### src/rtl/layer_out_serializer.sv
// layer_out_serializer: streams an NUM_CH-word accumulator vector into the result buffer.
// Optional running argmax tracker enabled by defining SER_ARGMAX_EN.
module layer_out_serializer #(
    parameter int unsigned NUM_CH       = 10,
    parameter int unsigned DATA_WIDTH   = 32,
    parameter int unsigned ADDR_WIDTH   = 32,
    parameter logic [ADDR_WIDTH-1:0] BASE_ADDR   = '0,
    parameter logic [ADDR_WIDTH-1:0] ADDR_STRIDE = 1
) (
    input  logic                         clk,
    input  logic                         rst_n,
    input  logic                         in_valid,
    output logic                         in_ready,
    input  logic [NUM_CH*DATA_WIDTH-1:0] in_data,
    input  logic                         addr_clr,
    output logic                         wr_en,
    input  logic                         wr_ready,
    output logic [ADDR_WIDTH-1:0]        wr_addr,
    output logic [DATA_WIDTH-1:0]        wr_data,
    output logic                         vec_done,
    output logic                         busy,
    output logic [15:0]                  vec_cnt
`ifdef SER_ARGMAX_EN
    ,
    output logic [$clog2(NUM_CH)-1:0]    argmax_idx
`endif
);

    localparam int CW = $clog2(NUM_CH);

    typedef enum logic {
        IDLE,
        DRAIN
    } state_t;

    state_t                state;
    logic [DATA_WIDTH-1:0] in_words [NUM_CH];
    logic [DATA_WIDTH-1:0] active_q [NUM_CH];
    logic [DATA_WIDTH-1:0] shadow_q [NUM_CH];
    logic [CW-1:0]         ch;
    logic                  shadow_full;
    logic                  accept;
    logic                  xfer;
    logic                  last;

    // Channel 0 sits in the most significant slice of in_data.
    always_comb begin
        for (int c = 0; c < int'(NUM_CH); c++) begin
            in_words[c] = in_data[(int'(NUM_CH) - 1 - c) * int'(DATA_WIDTH) +: DATA_WIDTH];
        end
    end

    assign in_ready = !shadow_full;
    assign accept   = in_valid && in_ready;
    assign wr_en    = (state == DRAIN);
    assign xfer     = wr_en && wr_ready;
    assign last     = xfer && (ch == CW'(NUM_CH - 1));
    assign wr_data  = wr_en ? active_q[ch] : '0;
    assign busy     = wr_en || shadow_full;

    // Drain FSM: loads active/shadow vectors and walks the channel index.
    always_ff @(posedge clk) begin
        if (!rst_n) begin
            state       <= IDLE;
            ch          <= '0;
            shadow_full <= 1'b0;
        end else begin
            unique case (state)
                IDLE: begin
                    if (accept) begin
                        active_q <= in_words;
                        ch       <= '0;
                        state    <= DRAIN;
                    end
                end
                DRAIN: begin
                    if (last) begin
                        ch <= '0;
                        if (shadow_full) begin
                            active_q    <= shadow_q;
                            shadow_full <= 1'b0;
                        end else if (accept) begin
                            active_q <= in_words;
                        end else begin
                            state <= IDLE;
                        end
                    end else begin
                        if (xfer) begin
                            ch <= ch + CW'(1);
                        end
                        if (accept) begin
                            shadow_q    <= in_words;
                            shadow_full <= 1'b1;
                        end
                    end
                end
                default: state <= IDLE;
            endcase
        end
    end

    // Address generation, completion pulse and vector counter.
    always_ff @(posedge clk) begin
        if (!rst_n) begin
            wr_addr  <= BASE_ADDR;
            vec_done <= 1'b0;
            vec_cnt  <= '0;
        end else begin
            vec_done <= last;
            if (last) begin
                vec_cnt <= vec_cnt + 16'd1;
            end
            if (addr_clr) begin
                wr_addr <= BASE_ADDR;
            end else if (xfer) begin
                wr_addr <= wr_addr + ADDR_STRIDE;
            end
        end
    end

`ifdef SER_ARGMAX_EN
    logic signed [DATA_WIDTH-1:0] max_val;
    logic signed [DATA_WIDTH-1:0] cur_val;
    logic [CW-1:0]                max_idx;
    logic                         take;

    assign cur_val = $signed(wr_data);
    assign take    = (ch == '0) || (cur_val > max_val);

    // Running signed maximum; strict compare keeps the lower index on ties.
    always_ff @(posedge clk) begin
        if (!rst_n) begin
            max_val    <= '0;
            max_idx    <= '0;
            argmax_idx <= '0;
        end else if (xfer) begin
            if (take) begin
                max_val <= cur_val;
                max_idx <= ch;
            end
            if (last) begin
                argmax_idx <= take ? ch : max_idx;
            end
        end
    end
`endif

endmodule

### config.mk
export PLATFORM = sky130hd
export DESIGN_NAME = layer_out_serializer
export DESIGN_NICKNAME = d
export VERILOG_FILES = /design/src/rtl/layer_out_serializer.sv
export SDC_FILE = /design/constraint.sdc
export NUM_CORES = 1
export LEC_CHECK = 0
export ABC_AREA = 1
export CAP_MARGIN = 5
export CORE_ASPECT_RATIO = 1.5
export CORE_MARGIN = 3
export CORE_UTILIZATION = 55
export CTS_CLUSTER_DIAMETER = 80
export DETAILED_ROUTE_END_ITERATION = 12
export DONT_BUFFER_PORTS = 1
export GPL_TIMING_DRIVEN = 0
export PLACE_DENSITY = 0.69
export SLEW_MARGIN = 10
export SYNTH_ARGS = -nofsm -noshare
export SYNTH_HDL_FRONTEND = slang
export SYNTH_SLANG_ARGS = --single-unit
### constraint.sdc
create_clock -name clk -period 23.4 [get_ports clk]
set_input_delay 7.02 -clock clk [delete_from_list [all_inputs] [get_ports clk]]
set_output_delay 7.02 -clock clk [all_outputs]
set_load 0.05 [all_outputs]
# Word level (Yosys, flattened, before mapping)
# Index checks and enable logic that the tools add are counted.
# word_totals
out_inout_bits,84
word_cells,67
regBits,695
in_bits,325
# classes
bitwise_logic,4
n_lt_le_gt_ge,1
mux,18
reduce_logical,11
addsub,3
eq_ne,4
# ops
op,n
two-way mux 320 bit,3
one-hot mux 320 bit (2 select lines),1
binary-select mux 32 bit (select 4 bit),1
two-way mux 32 bit,3
adder 32 x 1 -> 32 bit (second input constant),1
adder 16 x 1 -> 16 bit (second input constant),1
two-way mux 4 bit,3
one-hot mux 4 bit (2 select lines),1
AND reduction 2 bit,3
>= comparator 5 bit (second input constant),1
two-way mux 1 bit,5
inverter 4 -> 5 bit,1
adder 4 x 1 -> 4 bit (second input constant),1
equality test 4 bit (second input constant),1
AND reduction 4 bit,1
logical AND 1 bit,3
inequality test 3 x 1 -> 1 bit (second input constant),1
inverter 1 bit,3
inequality test 2 x 1 -> 1 bit (second input constant),1
inequality test 2 bit (second input constant),1
one-hot mux 1 bit (2 select lines),1
nonzero test 2 bit,1
OR reduction 2 bit,1
zero test 1 bit,1
logical OR 1 bit,1

# Depth between registers and ports, before layout
# logic_depth
ltp_word,6
mapped_depth,11
depth_no_buf,9

# Worst setup path after synthesis
# OpenSTA, ideal clock, no wires.
# synth_path
kind,input to register
start,input wr_ready
end,register shadow_q[0] in the netlist's numbering (enable)
arrival_ns,20.704
t_required_ns,22.392
path_buffers,0
path_stages,5
setup_ns,1.008
setup_slack_ns,1.688
path_cell_list,nand3_1 > nor2_4 > nor2_1 > nand2_1 > nor2_1
# synth_via
elab_chain_len,4
# synth_lines
element,line,rtl
"start, declared",17,"input logic wr_ready,"
logical AND 1 bit,56,assign xfer = wr_en && wr_ready;
logical AND 1 bit,57,assign last = xfer && (ch == CW'(NUM_CH - 1));
inverter 1 bit (no source line),n/a,
AND reduction 4 bit (no source line),n/a,
"end signal, assigned",92,shadow_q <= in_words;
"end, declared",39,logic [DATA_WIDTH-1:0] shadow_q [NUM_CH];
# Every way passes these cells.
# A chain may end at the register's enable or synchronous reset.

# Worst setup path after layout
# layout_path
start,register ch[0]
end,output wr_data[11]
# layout_via
elab_chain_len,5
# layout_lines
element,line,rtl
"start, declared",40,logic [CW-1:0] ch;
"start signal, assigned",89,ch <= ch + CW'(1);
inverter 4 -> 5 bit (implied by the code),58,assign wr_data = wr_en ? active_q[ch] : '0;
binary-select mux 32 bit (select 4 bit),58,
two-way mux 32 bit (implied by the code) (2 in series),58,
two-way mux 32 bit,58,
"end, declared",19,"output logic [DATA_WIDTH-1:0] wr_data,"
# Every way passes these cells. The select of a mux whose other input is x is not followed.

==> impl_metrics.ini <==
[outcome]
run_status = finished, final reports clean

[placement]
placed_cell_area_sq_um = 32000
place_congestion = 0.966
port_buffers = 0
dpl.hpwl_um = 71100
dp.cells = 3443

[drt]
drtAntennaViolNets = 0
dr.pass1.iters = 6
drcViolationCount = 0
routedWlPerCell_um = 26.0
routed_via_density = 6.12
drt_iter0_markers = 1875
routed_wl_um = 92700
vias = 21800

[finish]
utilization = 0.622
instances_no_fill = 3564
final_area_sq_um = 34200
n_antenna_cell = 0
area_growth_pct = 11.8
drive_above_1_share = 0.103
fin_nets = 3146

[worst_setup_path]
critPathTopFamily = compound AO/OA/AOI/OAI gates
timing.critical_path.to = wr_data[11]
path_max_fanout = 10
crit_cells = 7
worstPathArrival_ps = 3700
r2r_setup_slack_ps = 19270
path_cells = buf_4, buf_2, buf_2, o211ai_1, nand3_1, nand3_1, a21oi_1
critPathBufInv = 3
r2r_cells = 13
r2r-end = shadow_q[215]
start_kind = flip-flop
end_kind = output port
crit-reg2reg-launch = ch[1]
worstSetupPathType = reg -> out
critical-path-max-stage-delay_ps = 1050
cp_slowest_cell = a21oi_1
critPathRequiredTime_ps = 16380
worstSetupStartpoint = ch[0]

[synth]
yosysWarnings = 0
synth-seq-cells = 695
synth_cell_type_count = 37
seq_area_frac_synth = 0.664
syn_nets = 3054
syn_area_per_cell_sq_um = 11.2
synthesis.area_sq_um = 30600
synthCells = 2725

[timing]
tightest_slew_ps = 1400
fin_crit_ps = 10720
drv_slew = 0
whs_ps = 578
fin_skew_ps = 17.7
slew-limit-headroom = 0.0676
hold_violations = 0
timing.fmax_mhz = 93.3
period_share = 0.458
finalSetupViolCount = 0
rsz0062_at_grt = false

[clock_tree]
cts-root-buf = clkbuf_16
cts.sinks = 695
clkSlewWorstSetupHoldPaths_ps = 70
cts_made_buffers = 67
htreeDepth = 3
holdBufCountCts = 0
clockBufferDepth = 3
cts-resized-gates = 0
insertion_delay_ps = 610
postCtsSetupRepairBufs = 0
tritoncts = yes

[floorplanning]
initial_core_util = 0.557
row_count = 105
die_x_um = 199
dieArea_sq_um = 58500
dieHeight_um = 295
io_pins = 409
fp.coreArea_sq_um = 54900

[min_path]
hold_path.class = reg -> reg
hold_depth = 2

[power]
p_int_mw = 2.19
p_clk_frac = 0.368
pwr-share-seq = 0.498
ir_drop_v = 0.0000795
swShare = 0.264
p_switching_mw = 0.786
power.density_nw_per_um2 = 87.1
combPwrFrac = 0.134
p_leak_nw = 12.2

[grt]
overflow = 0
grt_pass1_wl_um = 133000
antenna_found_initial = 0
grt_max_degree = 37
grtUsageTotal = 0.310
grt_pass1_vias = 21600

[run]
maxCapViolations = 0
==> area by class of cell <==
type	instances	area (sq um)
Buffer	178	1020
Fill cell	4405	20700
Tap cell	695	870
Sequential cell	695	20300
Multi-Input combinational cell	1468	7820
Inverter	384	1440
Timing Repair Buffer	23	513
Clock inverter	32	284
Clock buffer	89	1910
==> worst reg2reg max path: stages, from the launching register on <==
cell	delay (ps)
dfxtp_1	330
buf_2	310
clkinv_1	360
buf_2	340
ha_1	230
nand3_1	120
nor2_4	90
nor2_1	260
nand2_1	180
nor2_4	650
buf_12	280
buf_12	210
buf_16	210
buf_12	240
==> power groups by stage <==
stage / Sequential, mW / Clock [mW] / Combinational (mW)
after detailed placement: 1.51 / 0 / 0.393
after global placement: 1.56 / 0 / 0.369
after floorplan: 1.54 / 0 / 0.255
after CTS: 1.48 / 1.11 / 0.395
final: 1.48 / 1.09 / 0.398
after global routing: 1.49 / 1.15 / 0.425
==> layer usage <==
| metal | vias up | part of all wire | global-route usage | routed length, um |
|---|---|---|---|---|
| met5 | - | 0 | 0 | 0 |
| met4 | 0 | 0.054 | 0.152 | 5020 |
| met3 | 209 | 0.093 | 0.0890 | 8640 |
| met2 | 969 | 0.50 | 0.537 | 46700 |
| met1 | 10600 | 0.35 | 0.350 | 32400 |
| li1 | 10000 | - | - | - |
==> synth_stat cells <==
| cell | number | area [sq um] |
|---|---|---|
| a21oi_1 | 358 | 1790 |
| a21oi_2 | 49 | 429 |
| and2_1 | 1 | 6.26 |
| and3_1 | 1 | 6.26 |
| buf_1 | 18 | 67.6 |
| buf_2 | 55 | 275 |
| buf_4 | 4 | 30.0 |
| buf_6 | 36 | 405 |
| clkbuf_1 | 65 | 244 |
| clkinv_1 | 1 | 3.75 |
| dfxtp_1 | 55 | 1100 |
| edfxtp_1 | 640 | 19200 |
| ha_1 | 4 | 50.1 |
| inv_1 | 379 | 1420 |
| inv_2 | 3 | 11.3 |
| inv_4 | 1 | 6.26 |
| mux2i_1 | 1 | 10.0 |
| nand2_1 | 292 | 1100 |
| nand2_2 | 2 | 12.5 |
| nand2_4 | 2 | 22.5 |
| nand3_1 | 161 | 806 |
| nand3_2 | 2 | 20.0 |
| nand4_1 | 12 | 75.1 |
| nor2_1 | 80 | 300 |
| nor2_2 | 10 | 62.6 |
| nor2_4 | 5 | 56.3 |
| nor3_1 | 8 | 40.0 |
| nor3_2 | 1 | 10.0 |
| nor3b_1 | 2 | 15.0 |
| o211ai_1 | 64 | 480 |
| o21a_1 | 2 | 15.0 |
| o21ai_0 | 80 | 400 |
| o21ai_1 | 2 | 10.0 |
| o22ai_1 | 320 | 2000 |
| o31ai_1 | 1 | 7.51 |
| xnor2_1 | 1 | 8.76 |
| xor2_1 | 7 | 61.3 |
==> cell families after synthesis <==
| kind of cell | share of synthesized area |
|---|---|
| compound gates | 0.168 |
| xor+xnor | 0.00229 |
| fa+ha+maj | 0.00164 |
| buf+inv | 0.0806 |
| flops | 0.664 |
| mux | 0.000327 |
| simple gates | 0.0827 |
==> worst min-delay path by stage <==
stage	slack, ps	startpoint	to
final	580	shadow_full	shadow_full
after global routing	600	active_q[52]	active_q[52]
after CTS	580	shadow_full	shadow_full
after detailed placement	570	active_q[47]	active_q[47]
after global placement	550	shadow_full	shadow_full
after floorplan	530	shadow_full	shadow_full
==> cells in the final DEF, fill, tap and decap left out, drive strengths merged, types with 12 or more instances in the layout <==
cell	netlist	routed
dfxtp	55	55
o21ai	82	82
o22ai	320	320
clkinv	1	24
o211ai	64	64
clkbuf	65	154
edfxtp	640	640
inv	383	386
nand4	12	12
a21oi	407	407
nand3	163	163
buf	113	136
nand2	296	296
nor2	95	95
==> flip-flops by register name, indices dropped and copies added, names as in the netlist <==
name	cells
shadow_q	320
ch	4
vec_cnt	16
shadow_full	1
vec_done	1
active_q	320
wr_en	1
wr_addr	32
==> per-stage QoR <==
stage	setup WS (ps)	setup TNS, ps	power (mW)
2_1_floorplan	1690	0	1.79
3_3_place_gp	-4100	-2485460	1.93
3_5_place_dp	13330	0	1.90
4_1_cts	12680	0	2.99
5_1_grt	12620	0	3.07
6_report	12680	0	2.98
Note: power is estimated with default switching activity, not from simulation.
